===== src/rtl/flap_ctrl.sv =====
// Flap game controller: key synchronizer and edge detect, game-tick divider, IDLE/RUN/DEAD FSM.
// All outputs registered; a press acts on the 3rd edge after key_n falls; no backpressure (strobe outputs).
module flap_ctrl #(
    parameter int TICK_DIV  = 1024,
    parameter int SCORE_MAX = 999
) (
    input  logic       clk,
    input  logic       reset,
    input  logic       key_n,
    input  logic       collide,
    output logic       enable,
    output logic       up,
    output logic       gameOver,
    output logic [9:0] score
);

    localparam int CW = $clog2(TICK_DIV);
    localparam logic [CW-1:0] LAST_CNT  = CW'(TICK_DIV - 1);
    localparam logic [9:0]    SCORE_TOP = 10'(SCORE_MAX);

    typedef enum logic [1:0] {
        IDLE = 2'd0,
        RUN  = 2'd1,
        DEAD = 2'd2
    } state_t;

    state_t state, stateNxt;

    // Synchronizer stores the inverted key, so 0 means released.
    logic keySync1, keySync2, keyPrev;
    logic press;

    logic [CW-1:0] tickCnt, cntNxt;
    logic          flapPend, pendNxt;
    logic          enableNxt, upNxt, gameOverNxt;
    logic [9:0]    scoreNxt;
    logic          atTick;

    assign press  = keySync2 & ~keyPrev;
    assign atTick = (state == RUN) && (tickCnt == LAST_CNT);

    // State register together with all registered datapath and outputs.
    always_ff @(posedge clk) begin
        if (reset) begin
            state    <= IDLE;
            keySync1 <= 1'b0;
            keySync2 <= 1'b0;
            keyPrev  <= 1'b0;
            tickCnt  <= '0;
            flapPend <= 1'b0;
            enable   <= 1'b0;
            up       <= 1'b0;
            gameOver <= 1'b0;
            score    <= '0;
        end else begin
            state    <= stateNxt;
            keySync1 <= ~key_n;
            keySync2 <= keySync1;
            keyPrev  <= keySync2;
            tickCnt  <= cntNxt;
            flapPend <= pendNxt;
            enable   <= enableNxt;
            up       <= upNxt;
            gameOver <= gameOverNxt;
            score    <= scoreNxt;
        end
    end

    always_comb begin
        stateNxt = state;
        case (state)
            IDLE:    if (press)   stateNxt = RUN;
            RUN:     if (collide) stateNxt = DEAD;
            DEAD:    if (press)   stateNxt = IDLE;
            default: stateNxt = IDLE;
        endcase
    end

    // A tick due on the collision edge still issues, so tick logic ignores collide.
    always_comb begin
        cntNxt      = tickCnt;
        pendNxt     = flapPend;
        scoreNxt    = score;
        enableNxt   = 1'b0;
        upNxt       = 1'b0;
        gameOverNxt = (stateNxt == DEAD);
        case (state)
            IDLE: begin
                if (press) begin
                    cntNxt   = '0;
                    scoreNxt = '0;
                    pendNxt  = 1'b0;
                end
            end
            RUN: begin
                cntNxt = (tickCnt == LAST_CNT) ? '0 : tickCnt + 1'b1;
                if (atTick) begin
                    enableNxt = 1'b1;
                    upNxt     = flapPend | press;
                    pendNxt   = 1'b0;
                    scoreNxt  = (score >= SCORE_TOP) ? score : score + 10'd1;
                end else if (press) begin
                    pendNxt = 1'b1;
                end
            end
            default: ;
        endcase
    end

endmodule

===== config.mk =====
export PLATFORM = sky130hd
export DESIGN_NAME = flap_ctrl
export DESIGN_NICKNAME = d
export VERILOG_FILES = /design/src/rtl/flap_ctrl.sv
export SDC_FILE = /design/constraint.sdc
export NUM_CORES = 1
export LEC_CHECK = 0
export ABC_CLOCK_PERIOD_IN_PS = 4400
export CORE_MARGIN = 3
export CORE_UTILIZATION = 56
export CTS_CLUSTER_DIAMETER = 150
export DETAILED_ROUTE_END_ITERATION = 16
export GPL_TIMING_DRIVEN = 0
export MAX_ROUTING_LAYER = met4
export PLACE_DENSITY_LB_ADDON = 0.15
export SLEW_MARGIN = 0
export SYNTH_ARGS = -nofsm -noshare
export SYNTH_HDL_FRONTEND = slang
export SYNTH_SLANG_ARGS = --single-unit

===== constraint.sdc =====
create_clock -name clk -period 4.4 [get_ports clk]
set_input_delay 0.88 -clock clk [delete_from_list [all_inputs] [get_ports clk]]
set_output_delay 0.88 -clock clk [all_outputs]
set_load 0.02 [all_outputs]

======== Yosys cells after proc, flatten, opt, wreduce, memory -nomap -nowiden ========
Cells that the tools add are included.
storage, ports and cells
  word-level logic and storage cells ...... 50
  register bits after elaboration ......... 29
  output and inout port bits .............. 13
cells by class
  reductions and logical operators ........ 8
  mux-type cells .......................... 15
  eq/ne operators ......................... 8
  bitwise operators ....................... 6
  $lt $le $gt $ge ......................... 1
  add/sub/neg operators ................... 2
operators by type and width
  kind                                                             number
  10-bit 2-to-1 mux                                                4
  10-bit case mux with 2 select lines                              2
  10-bit by 1-bit adder with 10-bit output, second input constant  2
  10-bit == test, second input constant                            1
  10-bit >= comparator, second input constant                      1
  2-bit 2-to-1 mux                                                 3
  2-bit != test, second input constant                             3
  2-bit case mux with 3 select lines                               1
  2-bit == test, second input constant                             2
  1-bit 2-to-1 mux                                                 4
  1-bit NOT                                                        4
  4-bit AND reduction                                              1
  3-bit != test, second input constant                             1
  3-bit AND reduction                                              1
  3-bit OR reduction                                               1
  2-bit by 1-bit == test with 1-bit output, second input constant  1
  2-bit zero test                                                  1
  1-bit case mux with 2 select lines                               1
  2-bit AND reduction                                              1
  2-bit nonzero test                                               1
  2-bit OR reduction                                               1
  1-bit AND                                                        1
  1-bit logical AND                                                1
  1-bit bitwise OR                                                 1

======== Depth between registers and ports, before layout ========
  word-level depth ........................ 5
  gate-level depth with buffers ........... 7
  mapped depth without buffers ............ 5

======== Least setup slack after synthesis ========
No wires, ideal clock.
  path type ............................... input -> register
  start point ............................. in reset
  end point ............................... reg tickCnt[5]
  library setup time ...................... 122 ps
  path slack .............................. 2539 ps
  arrival time ............................ 1739 ps
  stages .................................. 4
  required time ........................... 4278 ps
  cells stage by stage .................... clkbuf_1 > inv_1 > and2_1 > a221o_1
RTL lines
  item                    line  text
  start: declaration      8     input logic reset,
  end signal: assignment  60    tickCnt <= cntNxt;
  end: declaration        33    logic [CW-1:0] tickCnt, cntNxt;

======== Worst setup path after layout ========
  start point ............................. reg score[2]
  end point ............................... out score[2]
RTL lines
  item                      line  text
  start: declaration        14    output logic [9:0] score
  start signal: assignment  65    score <= scoreNxt;
No word-level cell between the ends.

==> metrics.md <==
| Metric | Value |
|---|---|
| Outcome | finished, final reports clean |
| Sequential-to-total area share from yosys stat | 0.422 |
| Cts hold-fix bufs | 0 |
| Layout Area Growth over Synthesis | 18.2% |
| Final period util | 0.537 |
| Largest area contributor in the netlist | dfxtp_1 |
| Max rail drop VDD | 0.356 mV |
| Share of cells above drive strength 1 | 0.0909 |
| Routed Wire Length | 2900 um |
| Gp weighted congestion | 0.869 |
| Vias in the first global route | 1,144 |
| Die height | 55.6 um |
| CP Capture Type | primary output |
| Initial antenna violation count | 0 |
| Post-DP HPWL | 2090 um |
| Syn Inst Count | ~150 |
| CP max stage delay | around 0.66 ns |
| TritonCTS Sinks | 29 |
| Setup Crit Path Kind | reg2out |
| Synth top area share | 0.422 |
| Final Hold Vio Count | 0 |
| FF+latch count, synth | 29 |
| Core area | 2280 um^2 |
| Mapped Area | 1380 um^2 |
| Cell family with most CP delay | buffers and inverters |
| Layout Cells excl Fill | 204 |
| Ys flop type | dfxtp_1 |
| CP max stage cell | clkdlybuf4s50_1 |
| Maxcap violations | 0 |
| Utilization after layout | 0.714 |
| FF/Latch Area | 581 um^2 |
| Hold Slack | between 0.4 and 0.5 ns |
| Mean area per synthesized cell | roughly 9 um^2 |
| Number of core rows | 17 |
| Total CTS buffers | 5 |
| CP arrival | 1.48 ns |
| Min-Delay Path Class | reg2reg |
| 1st-pass router iterations | 4 |
| Worst Tran Pin Value | 0.751 ns |
| Critical Path RT | 3.52 ns |
| XOR/XNOR Fraction of Synth Area | 0.0127 |
| Post-route antenna net violation count | 0 |
| CTS tree | built |
| CTS clk-pin slew, worst paths | 0.09 ns |
| Initial drt markers | 44 |
| I/O pin cnt | 17 |
| Netlist cell types | 43 |
| Clk buf depth | 2 |
| Commonest cells in the netlist | 29 x dfxtp_1, 17 x nor2_1, 10 x a21oi_1, 10 x nand2_1 |
| FILL cells | between 150 and 200 |
| Final setup vio count | 0 |
| CTS root buffer | clkbuf_4 |
| Total congestion overflow | 0 |
| CP bufs+invs | 1 |
| Antenna Cells | 0 |
| Placed cells | between 150 and 200 |
| Number of synthesis warnings | 0 |
| Fmax | roughly 420 MHz |
| First-pass GRT wire length | 5170 um |
| Largest registers | score (10), tickCnt (10), state (2) |
| DR DRC count | 0 |
| Asr flop ratio synth | 0 |
| Nets | 182 |
| Leakage | approximately 0.56 nW |
| Post-CTS setup buffers | 0 |
| Pre-CTS WS | 1.85 ns |
| Compound-Gate Fraction of Synth Area | 0.187 |
| Final Skew | approximately 0.013 ns |
| Largest net degree at the start of global routing | 11 |
| Starting Density | 0.604 |
| Post-Synth Simple-Gate Area | 0.289 |
| H-tree Lvls | 2 |
| Final min period | 2.36 ns |
| # port buffers | 16 |
| Via Count | 1,246 |
| Largest family of logic cells by synthesized area | simple AND/OR/NAND/NOR gates |
| Setup TNS | 0 ns |
| Area of the multi-input gates | 749 um^2 |
| Synth Area in Adders | 0.0182 |
| Chip width | ~56 um |
| Worst Path Max Fanout | 9 |
| Startpoint class of the critical path | flip-flop |
| Resized cells post-CTS | 0 |
| PnR worst setup slack | around 2.0 ns |
| Routed length per instance | 14.2 um |
| Cell Pwr Density | around 280 nW/um^2 |
| Vias per cell | 6.11 |
| Area contributors post-synth | dfxtp_1 42%, nor2_1 4.6%, a21oi_1 3.6% |
| Slew Viols, Final | 0 |
| Total GRT Usage | 0.222 |
| Top-count cell post-synth | dfxtp_1 |
| Post-synth EDFFs | 0 |
| Clock Latency Late Sink | approximately 0.33 ns |
| Max-Slew Margin vs Limit | 0.495 |
| Worst path cell trace | clkdlybuf4s50_1 |
| Full die area | 3090 um^2 |
| Synthesized net count | 159 |
| Mux cell area share after synthesis | 0.0373 |
| RSZ-0062 raised after global routing | no |
## report_power, final
group          internal, mW  switching, mW
Combinational        0.0102         0.0152
Sequential            0.265        0.00248
Clock                0.0753         0.0903
## per-stage QoR
step	area [um^2]	power [mW]
final	1630	0.458
after global routing	1630	0.479
after CTS	1630	0.462
after detailed placement	1570	0.299
after global placement	1570	0.298
after floorplan	1380	0.290
## cells in the final DEF, fill, tap and decap left out, types with 2 or more instances in the layout
cell | Yosys | final
xnor2_1 | 2 | 2
nor2b_1 | 3 | 3
o211ai_1 | 4 | 4
buf_2 | 2 | 2
nor2_1 | 17 | 17
nor3_1 | 4 | 4
nand4_1 | 4 | 4
clkbuf_1 | 2 | 3
or4_1 | 6 | 6
nand2_1 | 10 | 10
dfxtp_1 | 29 | 29
mux2i_1 | 4 | 4
or3_1 | 3 | 3
clkdlybuf4s50_1 | 0 | 16
o21ai_0 | 4 | 4
nand3_1 | 6 | 6
o21a_1 | 2 | 2
o31ai_1 | 4 | 4
and2_1 | 4 | 4
a21oi_1 | 10 | 10
ha_1 | 2 | 2
inv_1 | 3 | 3
clkbuf_4 | 0 | 5
a31oi_1 | 3 | 3
a22o_1 | 2 | 2
and3_1 | 3 | 3
a211oi_1 | 2 | 2
## routing by layer
| layer | GRT usage | vias up | wire (um) |
|---|---|---|---|
| li1 | - | 621 | - |
| met1 | 0.255 | 585 | 1260 |
| met2 | 0.336 | 34 | 1420 |
| met3 | 0.0841 | 6 | 153 |
| met4 | 0.115 | 0 | 64 |
| met5 | - | - | 0 |
## worst register-to-register path, stage by stage, from the launching register on
cell	delay, ns
dfxtp_1	0.35
ha_1	0.24
and3_1	0.19
buf_6	0.14
a311oi_1	0.57
and3_1	0.26
a221o_1	0.11
## final timing paths
kind | from | to | slack (ns) | cells past startpoint
max | score[2] | score[2] | 2.04 | 1
max reg2reg | tickCnt[0] | tickCnt[5] | 2.50 | 6
min | keySync1 | keySync2 | 0.44 | 1
min reg2reg | keySync1 | keySync2 | 0.44 | 1
## kinds of logic after synthesis
group | count (synthesis)
AO/OA/AOI/OAI | 37
multiplexers | 5
AND/OR/NAND/NOR | 69
XOR/XNOR | 2
adder cells (fa/ha/maj) | 2
buffers and inverters | 9
flip-flops | 29
## cell type report
class	instances	area share
plain buffers	6	0.0208
clock buffers	7	0.0339
inverters	3	0.00693
multi-input cells	115	0.461
flip-flops and latches	29	0.357
well taps	28	0.0216
repair buffers	16	0.0985
No activity file was read; power rests on OpenSTA's default activity.
